**config.mk**
```make
export PLATFORM = sky130hd
export DESIGN_NAME = lru_grant_collector_flat
export DESIGN_NICKNAME = d
export VERILOG_FILES = /design/src/rtl/lru_grant_collector_if.sv /design/src/rtl/lru_grant_collector.sv /design/src/flat_wrapper.sv
export SDC_FILE = /design/constraint.sdc
export NUM_CORES = 1
export LEC_CHECK = 0
export ABC_AREA = 1
export ABC_CLOCK_PERIOD_IN_PS = 2900
export CAP_MARGIN = 20
export CORE_ASPECT_RATIO = 1.5
export CORE_UTILIZATION = 43
export DETAILED_ROUTE_END_ITERATION = 16
export PLACE_DENSITY_LB_ADDON = 0.1
export SLEW_MARGIN = 25
export SYNTH_ARGS = -nofsm -noshare
export SYNTH_HDL_FRONTEND = slang
export SYNTH_SLANG_ARGS = --single-unit
export TNS_END_PERCENT = 20
```
**constraint.sdc**
```tcl
create_clock -name clk -period 2.9 [get_ports clk]
set_clock_uncertainty 0.1 [all_clocks]
set_input_delay 0.58 -clock clk [delete_from_list [all_inputs] [get_ports clk]]
set_output_delay 0.58 -clock clk [all_outputs]
set_load 0.01 [all_outputs]
```
**src/rtl/lru_grant_collector_if.sv**
```systemverilog
// Bundle between the request sources, the LRU matrix arbiter and the grant collector.
// The master side is the environment (sources, arbiter, sink); the collector is the slave.
interface lru_grant_collector_if #(
   parameter int unsigned NUM_REQ = 10,
   parameter int unsigned DATA_W  = 32
);
   localparam int unsigned SRC_W = (NUM_REQ > 1) ? $clog2(NUM_REQ) : 1;

   logic [NUM_REQ-1:0]        src_vld;
   logic [NUM_REQ*DATA_W-1:0] src_data;
   logic [NUM_REQ-1:0]        src_rdy;
   logic [NUM_REQ-1:0]        arb_req;
   logic [NUM_REQ-1:0]        arb_gnt;
   logic                      out_vld;
   logic [DATA_W-1:0]         out_data;
   logic [SRC_W-1:0]          out_src;
   logic                      out_rdy;
   logic                      gnt_err;
   logic [NUM_REQ-1:0]        starve;

   modport master (
      output src_vld, src_data, arb_gnt, out_rdy,
      input  src_rdy, arb_req, out_vld, out_data, out_src, gnt_err, starve
   );

   modport slave (
      input  src_vld, src_data, arb_gnt, out_rdy,
      output src_rdy, arb_req, out_vld, out_data, out_src, gnt_err, starve
   );
endinterface

```
**src/rtl/lru_grant_collector.sv**
```systemverilog
// Collects the arbiter's winner into a 2-entry output FIFO, checks grant legality and
// flags sources that wait too long while the FIFO could have accepted them.
module lru_grant_collector #(
   parameter int unsigned NUM_REQ      = 10,
   parameter int unsigned DATA_W       = 32,
   parameter int unsigned STARVE_LIMIT = 64
) (
   input logic                  clk,
   input logic                  rst_b,
   lru_grant_collector_if.slave bus
);
   localparam int unsigned SRC_W  = (NUM_REQ > 1) ? $clog2(NUM_REQ) : 1;
   localparam int unsigned WAIT_W = $clog2(STARVE_LIMIT + 1);
   localparam logic [WAIT_W-1:0] WAIT_MAX = WAIT_W'(STARVE_LIMIT);

   logic [1:0]         count_q, count_d;
   logic [DATA_W-1:0]  data_q [2];
   logic [DATA_W-1:0]  data_d [2];
   logic [SRC_W-1:0]   src_q [2];
   logic [SRC_W-1:0]   src_d [2];
   logic               gnt_err_q, gnt_err_d;
   logic [NUM_REQ-1:0] starve_q, starve_d;
   logic [WAIT_W-1:0]  wait_cnt_q [NUM_REQ];
   logic [WAIT_W-1:0]  wait_cnt_d [NUM_REQ];

   logic               pop, push, space, any_gnt, legal;
   logic [NUM_REQ-1:0] src_rdy;
   logic [SRC_W-1:0]   push_src;
   logic [DATA_W-1:0]  push_data;

   // A same-cycle pop frees a slot, so full-rate streaming is possible at count==1 or 2.
   assign pop     = (count_q != 2'd0) & bus.out_rdy;
   assign space   = (count_q != 2'd2) | pop;
   assign any_gnt = |bus.arb_gnt;
   assign legal   = any_gnt
                    && ((bus.arb_gnt & (bus.arb_gnt - NUM_REQ'(1))) == '0)
                    && ((bus.arb_gnt & ~bus.arb_req) == '0);
   assign src_rdy = legal ? bus.arb_gnt : '0;
   assign push    = |src_rdy;

   assign bus.arb_req  = bus.src_vld & {NUM_REQ{space}};
   assign bus.src_rdy  = src_rdy;
   assign bus.out_vld  = (count_q != 2'd0);
   assign bus.out_data = data_q[0];
   assign bus.out_src  = src_q[0];
   assign bus.gnt_err  = gnt_err_q;
   assign bus.starve   = starve_q;

   always_comb begin
      push_src  = '0;
      push_data = '0;
      for (int i = 0; i < NUM_REQ; i++) begin
         if (src_rdy[i]) begin
            push_src  = SRC_W'(i);
            push_data = bus.src_data[i*DATA_W +: DATA_W];
         end
      end
   end

   // Entry 0 is always the head; entry 1 shifts down on pop.
   always_comb begin
      count_d = count_q;
      data_d  = data_q;
      src_d   = src_q;
      unique case ({push, pop})
         2'b10: begin
            if (count_q == 2'd0) begin
               data_d[0] = push_data;
               src_d[0]  = push_src;
            end else begin
               data_d[1] = push_data;
               src_d[1]  = push_src;
            end
            count_d = count_q + 2'd1;
         end
         2'b01: begin
            data_d[0] = data_q[1];
            src_d[0]  = src_q[1];
            count_d   = count_q - 2'd1;
         end
         2'b11: begin
            if (count_q == 2'd1) begin
               data_d[0] = push_data;
               src_d[0]  = push_src;
            end else begin
               data_d[0] = data_q[1];
               src_d[0]  = src_q[1];
               data_d[1] = push_data;
               src_d[1]  = push_src;
            end
         end
         default: ;
      endcase
   end

   // Waiting only counts while the FIFO could have taken the request.
   always_comb begin
      gnt_err_d = gnt_err_q | (any_gnt & ~legal);
      for (int i = 0; i < NUM_REQ; i++) begin
         wait_cnt_d[i] = wait_cnt_q[i];
         if (src_rdy[i] || !bus.src_vld[i]) begin
            wait_cnt_d[i] = '0;
         end else if (space && (wait_cnt_q[i] != WAIT_MAX)) begin
            wait_cnt_d[i] = wait_cnt_q[i] + WAIT_W'(1);
         end
         starve_d[i] = starve_q[i] | (wait_cnt_d[i] == WAIT_MAX);
      end
   end

   always_ff @(posedge clk or negedge rst_b) begin
      if (!rst_b) begin
         count_q   <= '0;
         gnt_err_q <= 1'b0;
         starve_q  <= '0;
         for (int e = 0; e < 2; e++) begin
            data_q[e] <= '0;
            src_q[e]  <= '0;
         end
         for (int i = 0; i < NUM_REQ; i++) begin
            wait_cnt_q[i] <= '0;
         end
      end else begin
         count_q    <= count_d;
         data_q     <= data_d;
         src_q      <= src_d;
         gnt_err_q  <= gnt_err_d;
         starve_q   <= starve_d;
         wait_cnt_q <= wait_cnt_d;
      end
   end
endmodule

```
**src/flat_wrapper.sv**
```systemverilog
// flat-port wrapper written by rule: the top's interface ports become plain ports
module lru_grant_collector_flat 
#(
   parameter int unsigned NUM_REQ      = 10,
   parameter int unsigned DATA_W       = 32,
   parameter int unsigned STARVE_LIMIT = 64
)
  (clk, rst_b, bus_src_vld, bus_src_data, bus_arb_gnt, bus_out_rdy, bus_src_rdy, bus_arb_req, bus_out_vld, bus_out_data, bus_out_src, bus_gnt_err, bus_starve);
  lru_grant_collector_if #(.NUM_REQ(NUM_REQ), .DATA_W(DATA_W)) bus_i ();
  input logic clk;
  input logic rst_b;
  input wire logic [$bits(bus_i.src_vld)-1:0] bus_src_vld;
  input wire logic [$bits(bus_i.src_data)-1:0] bus_src_data;
  input wire logic [$bits(bus_i.arb_gnt)-1:0] bus_arb_gnt;
  input wire logic [$bits(bus_i.out_rdy)-1:0] bus_out_rdy;
  output wire logic [$bits(bus_i.src_rdy)-1:0] bus_src_rdy;
  output wire logic [$bits(bus_i.arb_req)-1:0] bus_arb_req;
  output wire logic [$bits(bus_i.out_vld)-1:0] bus_out_vld;
  output wire logic [$bits(bus_i.out_data)-1:0] bus_out_data;
  output wire logic [$bits(bus_i.out_src)-1:0] bus_out_src;
  output wire logic [$bits(bus_i.gnt_err)-1:0] bus_gnt_err;
  output wire logic [$bits(bus_i.starve)-1:0] bus_starve;
  assign bus_i.src_vld = bus_src_vld;
  assign bus_i.src_data = bus_src_data;
  assign bus_i.arb_gnt = bus_arb_gnt;
  assign bus_i.out_rdy = bus_out_rdy;
  assign bus_src_rdy = bus_i.src_rdy;
  assign bus_arb_req = bus_i.arb_req;
  assign bus_out_vld = bus_i.out_vld;
  assign bus_out_data = bus_i.out_data;
  assign bus_out_src = bus_i.out_src;
  assign bus_gnt_err = bus_i.gnt_err;
  assign bus_starve = bus_i.starve;
  lru_grant_collector #(.NUM_REQ(NUM_REQ), .DATA_W(DATA_W), .STARVE_LIMIT(STARVE_LIMIT)) u_core (.clk(clk), .rst_b(rst_b), .bus(bus_i));
endmodule
```
==> qor.csv <==
metric,value,unit
CTS root buf,clkbuf_16,
DIE AREA,29700,um2
Fin. Hold Viols,0,
P&R area growth vs syn,66.2,%
GRT Resource Usage Total,37.5,%
"EDFF count, synth",0,
Worst Setup End Kind,output port,
Yosys Warn Count,0,
CTS Hold Bufs,0,
Placer Congestion,0.992,
top-area cell type share of the netlist area,31.1,%
initial antenna violation count,9,
via/cell ratio,5.18,
Fin Setup TNS,-24.27,ns
post-synthesis sequential area ratio,31.1,%
vias in the first global route,15600,
port bufs,410,
final setup vio count,96,
H-Tree Depth,4,
core region area,28600,um2
final worst path period share,114,%
failing checks,setup timing,
startpoint types,register,
CTS buffer count,17,
largest net degree at the start of global routing,64,
peak supply drop,0.000362,V
min Tclk post-route,3.29,ns
share of cells above drive strength 1,23.5,%
RSZ-0062 raised after global routing,yes,
Synth cell types,44,
nets,2924,
fmax,0.304,GHz
Slew @ Worst Pin,0.660,ns
Initial Utilization,43.6,%
largest cells by area after synthesis,"dfrtp_1 (31%), nand2_1 (18%), inv_1 (9.9%)",
CTS tree,built,
Worst Slack Setup Final,-0.392,ns
PwrDens,443,nW/um2
"Net Count, Synth",2372,
Rel. slew slack,56.0,%
fin util,72.4,%
post-route cell area,20700,um2
drt wl/cell,19.2,um
Final HPWL DP,41.8,mm
global-route wire length before repair,83.9,mm
chip height,211,um
Clock Pin Slew Worst Setup and Hold Paths,0.06,ns
leading area contributor after synthesis,dfrtp_1,
DRC viols,0,
Rows,76,
WP data arrival,2.61,ns
synthesized area,12500,um2
Synth Register Bits,155,
worst min path class,in -> async,
CTS Sinks,155,
prevailing post-synth register cell,dfrtp_1,
Placed Area,18100,um2
worst-path fanout max,6,
clk_lat worst skew,0.44,ns
Antenna Violating Nets Remaining,0,
drt first pass iters,7,
GR Overflow Total,0,
Pleak,0.0104,uW
number of I/O pins,411,
WP data required,2.22,ns
Clock Path Buffers,2,
1st-iter DRT viols,999,
Post-synth ARST share,100,%
Max-Cap Viols,0,
DRT Wirelength,57.1,mm
outcome,"finished, violations left",
Final Max Tran Viols,0,
Die X,141,um
"Avg Cell Area, Syn",6.23,um2
Vias,15400,
Worst Setup Path Type,reg -> out,
synthesized instance count,2003,
-- what timing repair did --
action / CTS / global route
setup endpoints to repair: 111 / 105
buffers inserted: 42 / 7
cloned: 11 / 9
pin swaps: 51 / 71
resized for setup: 242 / 197
-- state kept, by name, summed over array words and instances, names as in the netlist --
signal and count:
u_core.bus.gnt_err 1, u_core.src_q 4, u_core.bus.starve 10, u_core.data_q 32
u_core.bus.out_data 32, u_core.count_q 2, u_core.bus.out_src 4, u_core.wait_cnt_q 70
-- report_power, final --
| part | total, uW | internal (uW) | switching, uW |
|---|---|---|---|
| Combinational | 4120 | 2130 | 1990 |
| Sequential | 2930 | 2580 | 345 |
| Clock | 2130 | 1110 | 1020 |
-- critical path: stages, from the launching register on --
cell and delay (ns):
dfrtp_1 0.40, inv_2 0.08, ha_4 0.17, inv_4 0.08
nand2_8 0.07, nand2_8 0.11, nand2_2 0.07, nand2_1 0.13
nand2_1 0.10, nor2_2 0.13, nand2_2 0.09, nor2_8 0.13
buf_12 0.12, nand2_8 0.08, inv_8 0.09, buf_6 0.11
nand2_8 0.06, inv_4 0.06, buf_6 0.09
-- synthesized netlist by cell type, drive strengths merged (5+ instances only) --
library cell	instances
clkbuf	38
inv	343
nand3	116
nor3	35
dfrtp	155
nand2	621
xnor2	5
nor2	210
o21ai	111
a21oi	44
xor2	34
ha	26
or2	70
nand3b	5
buf	88
nand4	85
a31o	5
-- logic make-up (layout without fill, tap and decap cells) --
family | count (synthesis) | count (layout) | share of synthesized area (%)
AOI/OAI and AO/OA | 168 | 168 | 7.09
xor gates and xnor gates | 39 | 39 | 2.74
adders and majority gates | 26 | 26 | 2.61
buffers and inverters | 471 | 1035 | 16.3
DFF | 155 | 155 | 31.1
other | 0 | 10 | 0
and+or+nand+nor | 1144 | 1145 | 40.2
-- stage by stage --
stage	setup slack, ns	total power, uW	instances	hold WS [ns]
floorplan	0.000280	4720	2003	0.184
global placement	-0.849	6410	2860	0.353
detailed placement	-0.867	6480	2860	0.355
CTS	-0.314	8920	2945	0.0536
global route	-0.449	9640	2966	0.0769
finish	-0.392	9180	2968	0.0206
-- metal layers --
metal	track usage (%)	share of wire, %	vias to the layer above
li1	-	-	7257
met1	40.3	36	7192
met2	66.1	49	728
met3	6.37	6.6	207
met4	27.4	7.8	0
met5	0	0	-
-- path summary, 6_finish.rpt --
path,from,endpoint,slack (ns),cells after the start
worst max-delay path,u_core.count_q[1],bus_src_rdy[6],-0.39,18
worst min-delay path,rst_b,u_core.wait_cnt_q[62],0.02,1
worst max register to register,u_core.count_q[1],u_core.bus.out_data[17],-0.35,26
worst min register to register,u_core.bus.starve[8],u_core.bus.starve[8],0.37,2
max in group asynchronous,rst_b,u_core.wait_cnt_q[0],1.98,2
min in group clk,u_core.bus.starve[8],u_core.bus.starve[8],0.37,2
-- layout by cell type, fill, tap and decap left out, types with 31 or more instances in the layout --
master / n
nor2_1: 188
nand4_1: 85
clkdlybuf4s50_1: 389
inv_1: 317
xor2_1: 34
buf_12: 36
nand2_2: 121
or2_2: 31
buf_4: 167
dfrtp_1: 155
o21ai_1: 53
nand3_1: 87
nand2_1: 477
o21ai_0: 48
buf_6: 34
-- final cells by class --
cell class	instances	area (um2)
sequential	155	3880
clock inverter	14	115
timing repair inverter	1	11.3
clock buffer	18	429
antenna	10	25.0
inverter	345	1330
multi-input combinational	1378	7580
tap	390	488
fill	2323	7890
timing repair buffer	657	6870
(Power assumes the default switching activity.)
